`src/rtl/cond_increment_stream.sv`:
```
// Two-stage valid/ready pipeline: S1 captures the compare and the widened sum, and S2 applies the per-word mode rule.
// A saturating counter tracks how many delivered words carried the increment.
module cond_increment_stream #(
  parameter int unsigned WIDTH     = 32,
  parameter int unsigned THRESHOLD = 4096,
  parameter int unsigned STEP      = 1,
  parameter int unsigned CNT_W     = 16
) (
  input  logic             clk,
  input  logic             rst_n,
  input  logic             in_valid,
  output logic             in_ready,
  input  logic [WIDTH-1:0] in_data,
  input  logic [1:0]       in_mode,
  output logic             out_valid,
  input  logic             out_ready,
  output logic [WIDTH-1:0] out_data,
  output logic             out_incr,
  output logic             out_ovf,
  input  logic             count_clr,
  output logic [CNT_W-1:0] inc_count
);

  localparam logic [WIDTH-1:0] THR = WIDTH'(THRESHOLD);
  localparam logic [WIDTH:0]   STP = (WIDTH+1)'(STEP);

  typedef enum logic [1:0] {
    M_KEEP   = 2'b00,
    M_SAT    = 2'b01,
    M_CLAMP  = 2'b10,
    M_ALWAYS = 2'b11
  } mode_e;

  typedef struct packed {
    logic [WIDTH-1:0] data;
    mode_e            mode;
    logic             over;
    logic [WIDTH:0]   sum;
  } s1_t;

  typedef struct packed {
    logic [WIDTH-1:0] data;
    logic             incr;
    logic             ovf;
  } s2_t;

  logic [2:1]       vld_pipe_q, vld_pipe_d;
  s1_t              s1_q, s1_d;
  s2_t              s2_q, s2_d;
  logic [CNT_W-1:0] inc_count_q, inc_count_d;

  logic s1_load, s2_load, in_fire, out_fire;
  logic carry;
  s2_t  res;

  always_comb begin
    s2_load  = !vld_pipe_q[2] || out_ready;
    s1_load  = !vld_pipe_q[1] || s2_load;
    // Held low during reset so no word can be accepted into a clearing pipe.
    in_ready = rst_n && s1_load;
    in_fire  = in_valid && in_ready;
    out_fire = vld_pipe_q[2] && out_ready;
  end

  always_comb begin
    res   = '0;
    carry = s1_q.sum[WIDTH];
    case (s1_q.mode)
      M_KEEP: begin
        res.data = s1_q.over ? s1_q.data : s1_q.sum[WIDTH-1:0];
        res.incr = !s1_q.over;
        res.ovf  = !s1_q.over && carry;
      end
      M_SAT: begin
        res.data = s1_q.over ? s1_q.data : (carry ? '1 : s1_q.sum[WIDTH-1:0]);
        res.incr = !s1_q.over;
        res.ovf  = !s1_q.over && carry;
      end
      M_CLAMP: begin
        // Compare uses the carry bit, so a wrapped sum still clamps.
        if (s1_q.over || (s1_q.sum > {1'b0, THR})) res.data = THR;
        else                                        res.data = s1_q.sum[WIDTH-1:0];
        res.incr = !s1_q.over && (s1_q.sum <= {1'b0, THR});
        res.ovf  = 1'b0;
      end
      default: begin
        res.data = s1_q.sum[WIDTH-1:0];
        res.incr = 1'b1;
        res.ovf  = carry;
      end
    endcase
  end

  always_comb begin
    vld_pipe_d  = vld_pipe_q;
    s1_d        = s1_q;
    s2_d        = s2_q;
    inc_count_d = inc_count_q;
    if (s1_load) begin
      vld_pipe_d[1] = in_fire;
      if (in_fire) begin
        s1_d.data = in_data;
        s1_d.mode = mode_e'(in_mode);
        s1_d.over = in_data > THR;
        s1_d.sum  = {1'b0, in_data} + STP;
      end
    end
    if (s2_load) begin
      vld_pipe_d[2] = vld_pipe_q[1];
      if (vld_pipe_q[1]) s2_d = res;
    end
    if (count_clr)
      inc_count_d = '0;
    else if (out_fire && s2_q.incr && (inc_count_q != '1))
      inc_count_d = inc_count_q + 1'b1;
  end

  always_ff @(posedge clk or negedge rst_n) begin
    if (!rst_n) begin
      vld_pipe_q  <= '0;
      s1_q        <= '0;
      s2_q        <= '0;
      inc_count_q <= '0;
    end else begin
      vld_pipe_q  <= vld_pipe_d;
      s1_q        <= s1_d;
      s2_q        <= s2_d;
      inc_count_q <= inc_count_d;
    end
  end

  assign out_valid = vld_pipe_q[2];
  assign out_data  = s2_q.data;
  assign out_incr  = s2_q.incr;
  assign out_ovf   = s2_q.ovf;
  assign inc_count = inc_count_q;

endmodule

```
`config.mk`:
```
export PLATFORM = sky130hd
export DESIGN_NAME = cond_increment_stream
export DESIGN_NICKNAME = d
export VERILOG_FILES = /design/src/rtl/cond_increment_stream.sv
export SDC_FILE = /design/constraint.sdc
export NUM_CORES = 1
export LEC_CHECK = 0
export CORE_MARGIN = 10
export CORE_UTILIZATION = 49
export CTS_CLUSTER_SIZE = 40
export DETAILED_ROUTE_END_ITERATION = 10
export GPL_TIMING_DRIVEN = 0
export PLACE_DENSITY = 0.73
export SETUP_SLACK_MARGIN = 0.05
export SLEW_MARGIN = 20
export SYNTH_ARGS = -nofsm -noshare
export SYNTH_HDL_FRONTEND = slang
export SYNTH_SLANG_ARGS = --single-unit
export TNS_END_PERCENT = 10
```
`constraint.sdc`:
```
create_clock -name clk -period 1.6 [get_ports clk]
set_input_delay 0.32 -clock clk [delete_from_list [all_inputs] [get_ports clk]]
set_output_delay 0.32 -clock clk [all_outputs]
set_load 0.05 [all_outputs]
```
==> results of run 1 <==
-- kinds of logic after synthesis --
group / after synthesis / share of synthesized area, %
simple gates: 341 / 28.2
compound gates: 121 / 11.3
flops: 120 / 50.1
buf+inv: 51 / 3.30
xor+xnor: 43 / 6.29
fa+ha+maj: 3 / 0.627
mux: 1 / 0.167
-- registers in the layout (all words and copies together) (netlist names) --
register and cells:
carry 1, inc_count 16, out_incr 1, out_ovf 1, s1_q 67, out_data 32
vld_pipe_q 2
-- metrics by stage --
step	setup slack (ns)	power [mW]	setup TNS, ns	cell area (um2)
2_1_floorplan	-0.181	5.91	-7.23	6070
3_3_place_gp	-4.88	7.04	-897.48	7130
3_5_place_dp	-1.08	7.11	-84.58	7150
4_1_cts	-0.445	11.1	-14.27	8130
5_1_grt	-0.585	11.7	-20.06	8240
6_report	-0.536	11.3	-17.37	8240
-- power groups by stage --
| stage | sequential [mW] | clock, mW | combinational [mW] |
|---|---|---|---|
| final | 3.95 | 3.97 | 3.36 |
| after global routing | 4.02 | 4.12 | 3.59 |
| after CTS | 3.94 | 3.96 | 3.23 |
| after detailed placement | 3.99 | 0 | 3.12 |
| after global placement | 3.97 | 0 | 3.07 |
| after floorplan | 4.95 | 0 | 0.954 |
-- repair_timing --
item | 4_1_cts | 5_1_grt
setup buffers | 6 | 4
endpoints found under the hold margin | 57 | 57
pin swaps | 21 | 12
gates resized for setup | 286 | 76
setup endpoints to repair | 165 | 123
cloned | 2 | 1
-- final timing paths --
| kind | startpoint | endpoint | slack (ns) |
|---|---|---|---|
| worst min-delay path | rst_n | inc_count[3] | -0.14 |
| max in group asynchronous | rst_n | s1_q[51] | 1.03 |
| min in group clk | in_data[21] | s1_q[57] | 0.17 |
| worst max-delay path | s1_q[10] | out_data[0] | -0.54 |
| worst max register to register | s1_q[10] | out_data[0] | -0.54 |
| worst min register to register | s1_q[57] | s1_q[57] | 0.47 |
-- cells in the final DEF, fill, tap and decap left out, types with 9 or more instances in the layout --
master,instances
clkbuf_16,18
dfrtp_1,104
o22ai_1,26
nor2_1,39
o21ai_0,28
clkbuf_2,15
dfrtp_2,16
nor4_1,9
nand4_1,14
nand3_1,46
buf_4,12
clkdlybuf4s15_2,47
nand2b_1,29
xnor2_1,15
buf_2,17
nand2_1,140
a21oi_2,27
inv_1,12
clkbuf_1,10
xor2_1,28
a21oi_1,16
-- layer usage --
metal | routed length, um | part of all wire (%) | vias up
met1 | 7960 | 42 | 2841
met2 | 9070 | 47 | 304
met4 | 462 | 2.4 | 0
met3 | 1620 | 8.5 | 55
li1 | - | - | 2604
met5 | 0 | 0 | -
-- area by class of cell --
type | count | area [um2] | share of cell area [%]
Multi-Input combinational cell | 509 | 3100 | 37.7
Sequential cell | 120 | 3020 | 36.7
Timing Repair Buffer | 101 | 1010 | 12.3
Clock buffer | 23 | 488 | 5.92
Buffer | 38 | 265 | 3.22
Tap cell | 147 | 184 | 2.23
Clock inverter | 9 | 120 | 1.46
Inverter | 12 | 45.0 | 0.547
-- worst reg2reg max path: cells and delay by family (launching register included) --
family / cells / cell delay [ns]
AO/OA/AOI/OAI: 2 / 0.41
buffers and inverters: 2 / 0.32
AND/OR/NAND/NOR: 3 / 0.94
flip-flops: 1 / 0.39
==> out/results.tsv, run 1 <==
stage	metric	value	unit
cts	H-Tree Level Count	4	
cells_and_area	antenna cell count	0	
grt	gr ovfl total	0	
power_and_ir_drop	logic gate share of total power	29.8	%
cells_and_area	Post-Layout Cell Count	959	
placement	routability cong.	0.953	
grt	met2 GRT Util	35.5	%
grt	initial antenna violation count	0	
critical_path	WP buf/inv	2	
sta	worst-margin pin slew	0.621	ns
placement	hpwl dp	12900	um
critical_path	Worst R2R Path Depth	7	
critical_path	slowest CP cell	or4_4	
critical_path	critical path class	reg -> reg	
die	Die Wd	131	um
power_and_ir_drop	Clk pwr share	35.2	%
sta	Worst Clk Skew	0.00707	ns
synth	Main synth FF type	dfrtp_1	
sta	RSZ-0062 raised after global routing	yes	
run_status	run status	finished with violations	
placement	dpl cells	915	
min_path	HP Class	in -> async	
grt	Top Usage Layer GRT	met2	
power_and_ir_drop	switching pwr	3.96	mW
sta	Final Hold Violating Endpoints	57	
cts	CTS tree	yes	
critical_path	CP startpoint kind	register	
cells_and_area	synthesis-to-finish area growth	37.5	%
grt	vias in the first global route	5763	
synth	YS warnings	0	
cts	Worst-path clk slew	0.05	ns
cells_and_area	Post-Route Utilization	68.6	%
cts	Num CTS Buffers	17	
critical_path	cell family with most CP delay	simple AND/OR/NAND/NOR gates	
grt	met3 usage	5.72	%
power_and_ir_drop	Power Internal	7.32	mW
routing	Via Count	5804	
synth	post-synth top area share	50.1	%
routing	antenna viol nets, final	0	
critical_path	worst path arrival time	2.49	ns
synth	Yosys top cell by area	dfrtp_1	
grt	largest net degree at the start of global routing	64	
synth	Yosys reg bits	120	
routing	drt wl/cell	19.9	um
die	Initial Util	49.9	%
die	Die H	131	um
routing	total wire length	19100	um
run	max cap viols	0	
cts	clk buf depth	2	
grt	GR Util met1	29.3	%
power_and_ir_drop	VDD IR max	0.846	mV
power_and_ir_drop	power per cell area	1370	nW/um2
synth	Avg Inst Size Synth	8.81	um2
power_and_ir_drop	Leakage Power	3.58	nW
routing	DRC viols	0	
critical_path	Max FO, Critical Path	7	
synth	Mapped Cells	680	
critical_path	Crit. path cell count	7	
routing	Pre-antenna DRT Iters	5	
sta	Min Hold Slack	-0.136	ns
sta	Pins Over Slew Limit	0	
synth	sequential-to-total area share from yosys stat	50.1	%
cells_and_area	Fill cells	937	
run_status	failing checks	hold timing, setup timing	
die	Rows	40	
sta	Worst slew margin	58.6	%
placement	input/output buffers	87	
sta	worst setup margin	-0.536	ns
cts	clk sinks	120	
power_and_ir_drop	switch share	35.1	%
synth	Post-synth top cells	142 x nand2_1, 120 x dfrtp_1, 48 x nand3_1	
routing	via/cell ratio	6.05	
critical_path	crit end category	register	
synth	Post-Synthesis Net Count	722	
grt	first-pass GRT wire length	29900	um
sta	Max Fclk	468	MHz
synth	post-synth cell types	47	
cells_and_area	share of layout cells above drive strength 1	28.1	%
critical_path	slowest stage delay, CP	0.56	ns
die	IO Count	91	
power_and_ir_drop	Sequential Power Share	35.0	%
die	die area	17000	um2
die	CORE AREA	12000	um2
sta	min Tclk post-route	2.14	ns
critical_path	Req. time, crit path	1.95	ns
synth	number of synthesized flops with an enable pin	0	
critical_path	critical-path cell list	or4_4, o31ai_4, nor4b_4, nor3_4, buf_12, buf_8, a21oi_2	
cells_and_area	final net count	841	
synth	most frequent cell after synthesis	nand2_1	
cts	Worst-Skew Late Latency	0.43	ns
synth	synth top area cells	dfrtp_1 50%, nand2_1 8.9%, xor2_1 4.1%, nand3_1 4.0%, a21oi_1 3.8%	
sta	final setup fails	48	
grt	GR Util All Layers	22.7	%
synth	Mapped Area	5990	um2
sta	Final Cycle Share	133	%
cts	clock root cell	clkbuf_16	
routing	DR iter-0 viols	495	
synth	async set-reset flop share out of synthesis	100	%
(Power assumes the default switching activity.)
==> run 2: changes to the inputs <==
--- a/config.mk
+++ b/config.mk
@@ -10,10 +10,11 @@
 export CTS_CLUSTER_SIZE = 40
 export DETAILED_ROUTE_END_ITERATION = 10
 export GPL_TIMING_DRIVEN = 0
+export HOLD_SLACK_MARGIN = 0.06
 export PLACE_DENSITY = 0.73
 export SETUP_SLACK_MARGIN = 0.05
 export SLEW_MARGIN = 20
 export SYNTH_ARGS = -nofsm -noshare
 export SYNTH_HDL_FRONTEND = slang
 export SYNTH_SLANG_ARGS = --single-unit
-export TNS_END_PERCENT = 10
+export TNS_END_PERCENT = 5
==> out/results.tsv, run 2 (synthesis results as in run 1) <==
stage	metric	value	unit	change
routing	Pre-antenna DRT Iters	6		+1
sta	Worst slew margin	65.9	%	+7.3 points
cells_and_area	Finished Cell Area	8010	um2	-2.8%
cts	clock root cell	clkbuf_16		
cts	H-Tree Level Count	4		unchanged
placement	hpwl dp	12900	um	+0.14%
grt	initial antenna violation count	0		unchanged
cts	clk sinks	120		unchanged
routing	antenna viol nets, final	0		unchanged
power_and_ir_drop	Clk pwr share	33.1	%	-2.1 points
power_and_ir_drop	VDD IR max	1.01	mV	+19%
routing	via/cell ratio	5.93		-2.1%
cells_and_area	commonest non-fill, non-tap cell in the layout	nand2_1		
placement	input/output buffers	87		unchanged
critical_path	Max FO, Critical Path	10		+3
sta	RSZ-0062 raised after global routing	yes		
cells_and_area	Post-Route Utilization	66.7	%	-1.9 points
power_and_ir_drop	total power	10.7	mW	-5.1%
cts	Worst-Skew Late Latency	0.42	ns	about the same
die	Die Wd	131	um	unchanged
routing	drt wl/cell	19.6	um	-1.7%
sta	Max Fclk	487	MHz	+4.0%
grt	GR Util All Layers	21.9	%	-0.72 points
sta	Final TNS setup	-14.44	ns	+2.93 ns
sta	min Tclk post-route	2.05	ns	-0.0819 ns
routing	DRC viols	0		unchanged
placement	routability cong.	0.926		-2.9%
power_and_ir_drop	Power Internal	6.83	mW	-6.7%
cells_and_area	max reg flops	67		unchanged
cts	clk buf depth	2		unchanged
critical_path	crit end category	register		
cells_and_area	final net count	833		-0.95%
placement	dpl cells	915		unchanged
cells_and_area	synthesis-to-finish area growth	33.7	%	
cells_and_area	share of layout cells above drive strength 1	26.1	%	-2.0 points
sta	worst-margin pin slew	0.498	ns	-0.123 ns
die	die area	17000	um2	unchanged
power_and_ir_drop	switch share	36.2	%	+1.1 points
power_and_ir_drop	logic gate share of total power	30.0	%	+0.2 points
die	IO Count	91		unchanged
critical_path	Req. time, crit path	1.94	ns	about the same
routing	Via Count	5637		-2.9%
power_and_ir_drop	Leakage Power	3.50	nW	-2.2%
die	CORE AREA	12000	um2	unchanged
routing	routed wl met3	1500	um	-7.2%
cts	Num CTS Buffers	17		unchanged
routing	total wire length	18600	um	-2.6%
sta	worst setup margin	-0.454	ns	+0.0819 ns
cells_and_area	Post-Layout Cell Count	951		-0.83%
critical_path	critical path class	reg -> reg		
placement	dpl cell area	7130	um2	-0.33%
power_and_ir_drop	Sequential Power Share	36.9	%	+1.9 points
grt	gr ovfl total	0		unchanged
run_status	failing checks	hold timing, setup timing		
power_and_ir_drop	power per cell area	1340	nW/um2	-2.3%
routing	WL met2	8910	um	-1.8%
die	Initial Util	49.9	%	unchanged
critical_path	worst path arrival time	2.39	ns	-0.10 ns
cts	CTS tree	yes		
sta	Final Hold Violating Endpoints	39		-32%
critical_path	WP buf/inv	1		-1
run_status	run status	finished with violations		
routing	DR top layer	met4		
power_and_ir_drop	switching pwr	3.88	mW	-2.1%
min_path	HP Class	in -> async		
cells_and_area	Biggest register	s1_q		
sta	Min Hold Slack	-0.196	ns	-0.0601 ns
sta	Pins Over Slew Limit	0		unchanged
cts	Worst-path clk slew	0.06	ns	about the same
run	max cap viols	0		unchanged
critical_path	CP startpoint kind	register		
die	Rows	40		unchanged
sta	Worst Clk Skew	0.00618	ns	-0.000884 ns
grt	vias in the first global route	5662		-1.8%
placement	dpl ws	-1.09	ns	-0.0103 ns
cells_and_area	commonest cells after routing, fill and taps aside	140 x nand2_1, 104 x dfrtp_1, 49 x clkdlybuf4s15_2, 45 x nand3_1, 39 x nor2_1		
critical_path	slowest CP cell	or4_4		
critical_path	critical-path cell list	or4_4, o31ai_4, nor4b_4, nor3_4, buf_6, a21oi_1		
grt	first-pass GRT wire length	29200	um	-2.3%
sta	final setup fails	47		-2.1%
routing	DR iter-0 viols	525		+6.1%
critical_path	cell family with most CP delay	simple AND/OR/NAND/NOR gates		
sta	Final Cycle Share	128	%	-5.1 points
critical_path	slowest stage delay, CP	0.56	ns	about the same
routing	wl on met1	7820	um	-1.8%
die	Die H	131	um	unchanged
grt	largest net degree at the start of global routing	82		+28%
cells_and_area	antenna cell count	0		unchanged
[run 2: cell types whose count changed in the layout (fill, tap and decap cells not counted), moves of 3 or more]
cell	before	now
clkbuf_1	10	7
buf_4	12	8
o21ai_1	5	8
clkbuf_8	7	3
a21oi_2	27	14
clkbuf_2	15	20
a21oi_1	16	30
[run 2: area by class of cell]
| cell class | count | area [um2] |
|---|---|---|
| clock inverters | 10 | 77.6 |
| inverters | 12 | 45.0 |
| flip-flops and latches | 120 | 3020 |
| fillers | 966 | 4000 |
| well taps | 147 | 184 |
| plain buffers | 38 | 240 |
| repair buffers | 93 | 925 |
| multi-input cells | 509 | 3050 |
| clock buffers | 22 | 464 |
[run 2: timing repair]
| action | 4_1_cts | 5_1_grt |
|---|---|---|
| pin swaps | 8 | 9 |
| gates resized for setup | 274 | 77 |
| cloned | 1 | 0 |
| setup buffers | 4 | 0 |
| endpoints found under the setup margin | 165 | 125 |
| endpoints found under the hold margin | 39 | 39 |
[run 2: worst paths after layout]
| path | startpoint | end | slack, ns | cells after the start |
|---|---|---|---|---|
| setup / recovery | s1_q[4] | out_data[26] | -0.45 | 6 |
| hold / removal | rst_n | inc_count[15] | -0.20 | 1 |
| setup reg to reg | s1_q[4] | out_data[26] | -0.45 | 6 |
| hold reg to reg | s1_q[38] | s1_q[38] | 0.47 | 2 |
| max in group asynchronous | rst_n | out_data[18] | 1.08 | 2 |
| min in group clk | in_data[0] | s1_q[0] | 0.16 | 2 |
[run 2: metal layers]
metal	global-route usage [%]	vias to the layer above
met5	0	-
met4	8.18	0
met3	5.36	37
met2	36.3	254
met1	27.2	2761
li1	-	2585
[run 2: power groups by stage]
stage / Clock [mW] / Combinational, mW / Sequential (mW)
6_report: 3.54 / 3.21 / 3.96
5_1_grt: 3.69 / 3.43 / 4.02
4_1_cts: 3.54 / 3.16 / 3.95
3_5_place_dp: 0 / 3.12 / 3.99
3_3_place_gp: 0 / 3.06 / 3.98
2_1_floorplan: 0 / 0.949 / 4.95
==> patch, RTL diff (flow settings as in run 2) <==
Set the parameter `WIDTH` to 36 (it was 32).
--- a/src/rtl/cond_increment_stream.sv
+++ b/src/rtl/cond_increment_stream.sv
@@ -1,7 +1,7 @@
 // Two-stage valid/ready pipeline: S1 captures the compare and the widened sum, and S2 applies the per-word mode rule.
 // A saturating counter tracks how many delivered words carried the increment.
 module cond_increment_stream #(
-  parameter int unsigned WIDTH     = 32,
+  parameter int unsigned WIDTH     = 36,
   parameter int unsigned THRESHOLD = 4096,
   parameter int unsigned STEP      = 1,
   parameter int unsigned CNT_W     = 16
Interface: changed (resized in_data and out_data); port bits go from 91 to 99. No check against the original RTL was run, so the function may have changed too.
==> patch against run 2 <==
  * The flow still finishes with violations (negative hold slack, negative setup slack)
  * Sequential cell count grew 12
  * Clock power increased by 9.9%
  * Die area grew 13%
  * Core utilization rose by 1.7 points
  * Synthesized area grew 15%
  * First-iteration DRC count rose by 59%
  * Routed wire length rose by 20%
  * Critical path type unchanged
  * Largest cell class unchanged
  * Setup slack got worse by 0.0080 ns
  * Total power increased by 7.5%
  * Global-route usage is 1.0 points higher
  * Design area up 18%
  * Maximum frequency is 0.39% lower
==> patch: results (changes against run 2) <==
* Ys async rst share at 100% (unchanged)
* Xor-xnor portion of the synthesized cell area at 5.20% (was 6.29%)
* Combinational cell fraction of total power at 28.8% (was 30.0%)
* Hold WS at -0.134 ns (was -0.196 ns)
* Syn Nets at 835 (was 722)
* Initial DRC count at 835 (was 525)
* Mux contribution to synthesized area at 0.471% (was 0.167%)
* Pre-CTS setup slack at -1.10 ns (was -1.09 ns)
* Failing checks: negative hold slack, negative setup slack (unchanged)
* FF-to-FF path depth at 7 (was 6)
* Top cells by area, synth: dfrtp_1 48%, nand2_1 7.3%, o21ai_0 7.0% (was dfrtp_1 50%, nand2_1 8.9%, xor2_1 4.1%)
* Clock Tree Buf Depth at 2 (unchanged)
* Setup Viol. Count Final at 56 (was 47)
* Clock skew at 0.00919 ns (was 0.00618 ns)
* Global Route Usage Sum at 22.9% (was 21.9%)
* Max VDD drop at 0.703 mV (was 1.01 mV)
* Top post-synthesis cells by count: 134 x nand2_1, 132 x dfrtp_1, 97 x o21ai_0 (was 142 x nand2_1, 120 x dfrtp_1, 48 x nand3_1)
* Number of max-cap violations at 0 (unchanged)
* CTS root buf: clkbuf_16 (unchanged)
* Seq/Total Area, Yosys at 47.8% (was 50.1%)
* Layout cell share with drive strength beyond 1 at 26.4% (was 26.1%)
* Final Worst Setup Slack at -0.462 ns (was -0.454 ns)
* DP Area at 8200 um^2 (was 7130 um^2)
* Clk network pwr share at 33.8% (was 33.1%)
* Initial antenna violation count at 0 (unchanged)
* Critical Path AT at 2.41 ns (was 2.39 ns)
* Hold crit path type: input pin to asynchronous set/reset pin (unchanged)
* IO Port Bufs at 92 (was 87)
* Max reg flops at 75 (was 67)
* HPWL Detailed at 15300 um (was 12900 um)
* Crit Path Class: flop to flop (unchanged)
* Post-synth cell types at 48 (was 47)
* Number of diodes at 0 (unchanged)
* Routed Antenna Nets at 0 (unchanged)
* Post-synthesis adder-cell area fraction at 0.543% (was 0.627%)
* Fillers at 1091 (was 966)
* Via count at 6682 (was 5637)
* Worst R2R Start: s1_q[19]$_DFFE_PN0P_ (was s1_q[4]$_DFFE_PN0P_)
* Leakage at 3.93 nW (was 3.50 nW)
* Total internal power at 7.57 mW (was 6.83 mW)
* Compound-Gate Fraction of Synth Area at 19.1% (was 11.3%)
* Final Hold Fails at 46 (was 39)
* Largest net degree at the start of global routing at 49 (was 82)
* Most common cell in the netlist: nand2_1 (unchanged)
* Worst Path Max Fanout at 10 (unchanged)
* Rel. slew slack at 54.5% (was 65.9%)
* Yosys warns at 0 (unchanged)
* Largest register by flop count: s1_q (unchanged)
* Routed len/inst at 20.2 um (was 19.6 um)
* Status: finished with violations (unchanged)
* R2R Path End: out_data[33]$_DFFE_PN0P_ (was out_data[26]$_DFFE_PN0P_)
* First-pass GRT wire length at 36300 um (was 29200 um)
* Drt pass-1 iters at 5 (was 6)
* Gpl congestion at 0.947 (was 0.926)
* Vias in the first global route at 6890 (was 5662)
* NumNets Final at 962 (was 833)
-- patch: cell types whose count changed after synthesis, sizes merged, moves of 26 or more --
cell	change
nor2	+30
o21ai	+68
a221oi	+34
o22ai	-26
a2bb2oi	+34
nand3	-26
a21oi	-27
inv	+31
nand2b	-27
-- patch: layer usage --
metal / routed length [um] / vias up / track usage (%)
li1: - / 3047 / -
met1: 9290 / 3298 / 28.7
met2: 10700 / 287 / 36.6
met3: 1760 / 50 / 5.62
met4: 655 / 0 / 10.3
met5: 0 / - / 0
-- patch: layout make-up --
| class | instances | area, um^2 | area share [%] |
|---|---|---|---|
| clock inverter | 4 | 70.1 | 0.741 |
| buffer | 53 | 345 | 3.65 |
| tap | 180 | 225 | 2.38 |
| multi-input combinational | 561 | 3680 | 39.0 |
| timing repair buffer | 108 | 1130 | 12.0 |
| sequential | 132 | 3320 | 35.2 |
| inverter | 43 | 161 | 1.71 |
| clock buffer | 27 | 513 | 5.43 |
-- patch: repair_timing --
item                                    4_1_cts  5_1_grt
hold endpoints to repair                     39       93
cloned                                        1        1
endpoints found under the setup margin      182      134
buffers inserted                              9        2
resized for setup                           315       69
pin swaps                                    14       11
-- patch: stage by stage --
stage | std cells | util (%) | total power [mW] | setup TNS [ns]
2_1_floorplan | 789 | - | 6.18 | -6.36
3_3_place_gp | 1061 | 59.1 | 7.30 | -1115.19
3_5_place_dp | 1062 | 59.3 | 7.37 | -100.51
4_1_cts | 1105 | 67.5 | 11.4 | -17.79
5_1_grt | 1108 | 68.4 | 12.0 | -19.62
6_report | 1108 | 68.4 | 11.5 | -15.77
-- patch: critical path: stages, from the launching register on --
cell,delay (ns)
dfrtp_2,0.43
nor4_2,0.30
and4_1,0.24
nand4_1,0.18
o311ai_4,0.32
buf_6,0.19
buf_12,0.15
a2bb2oi_1,0.16
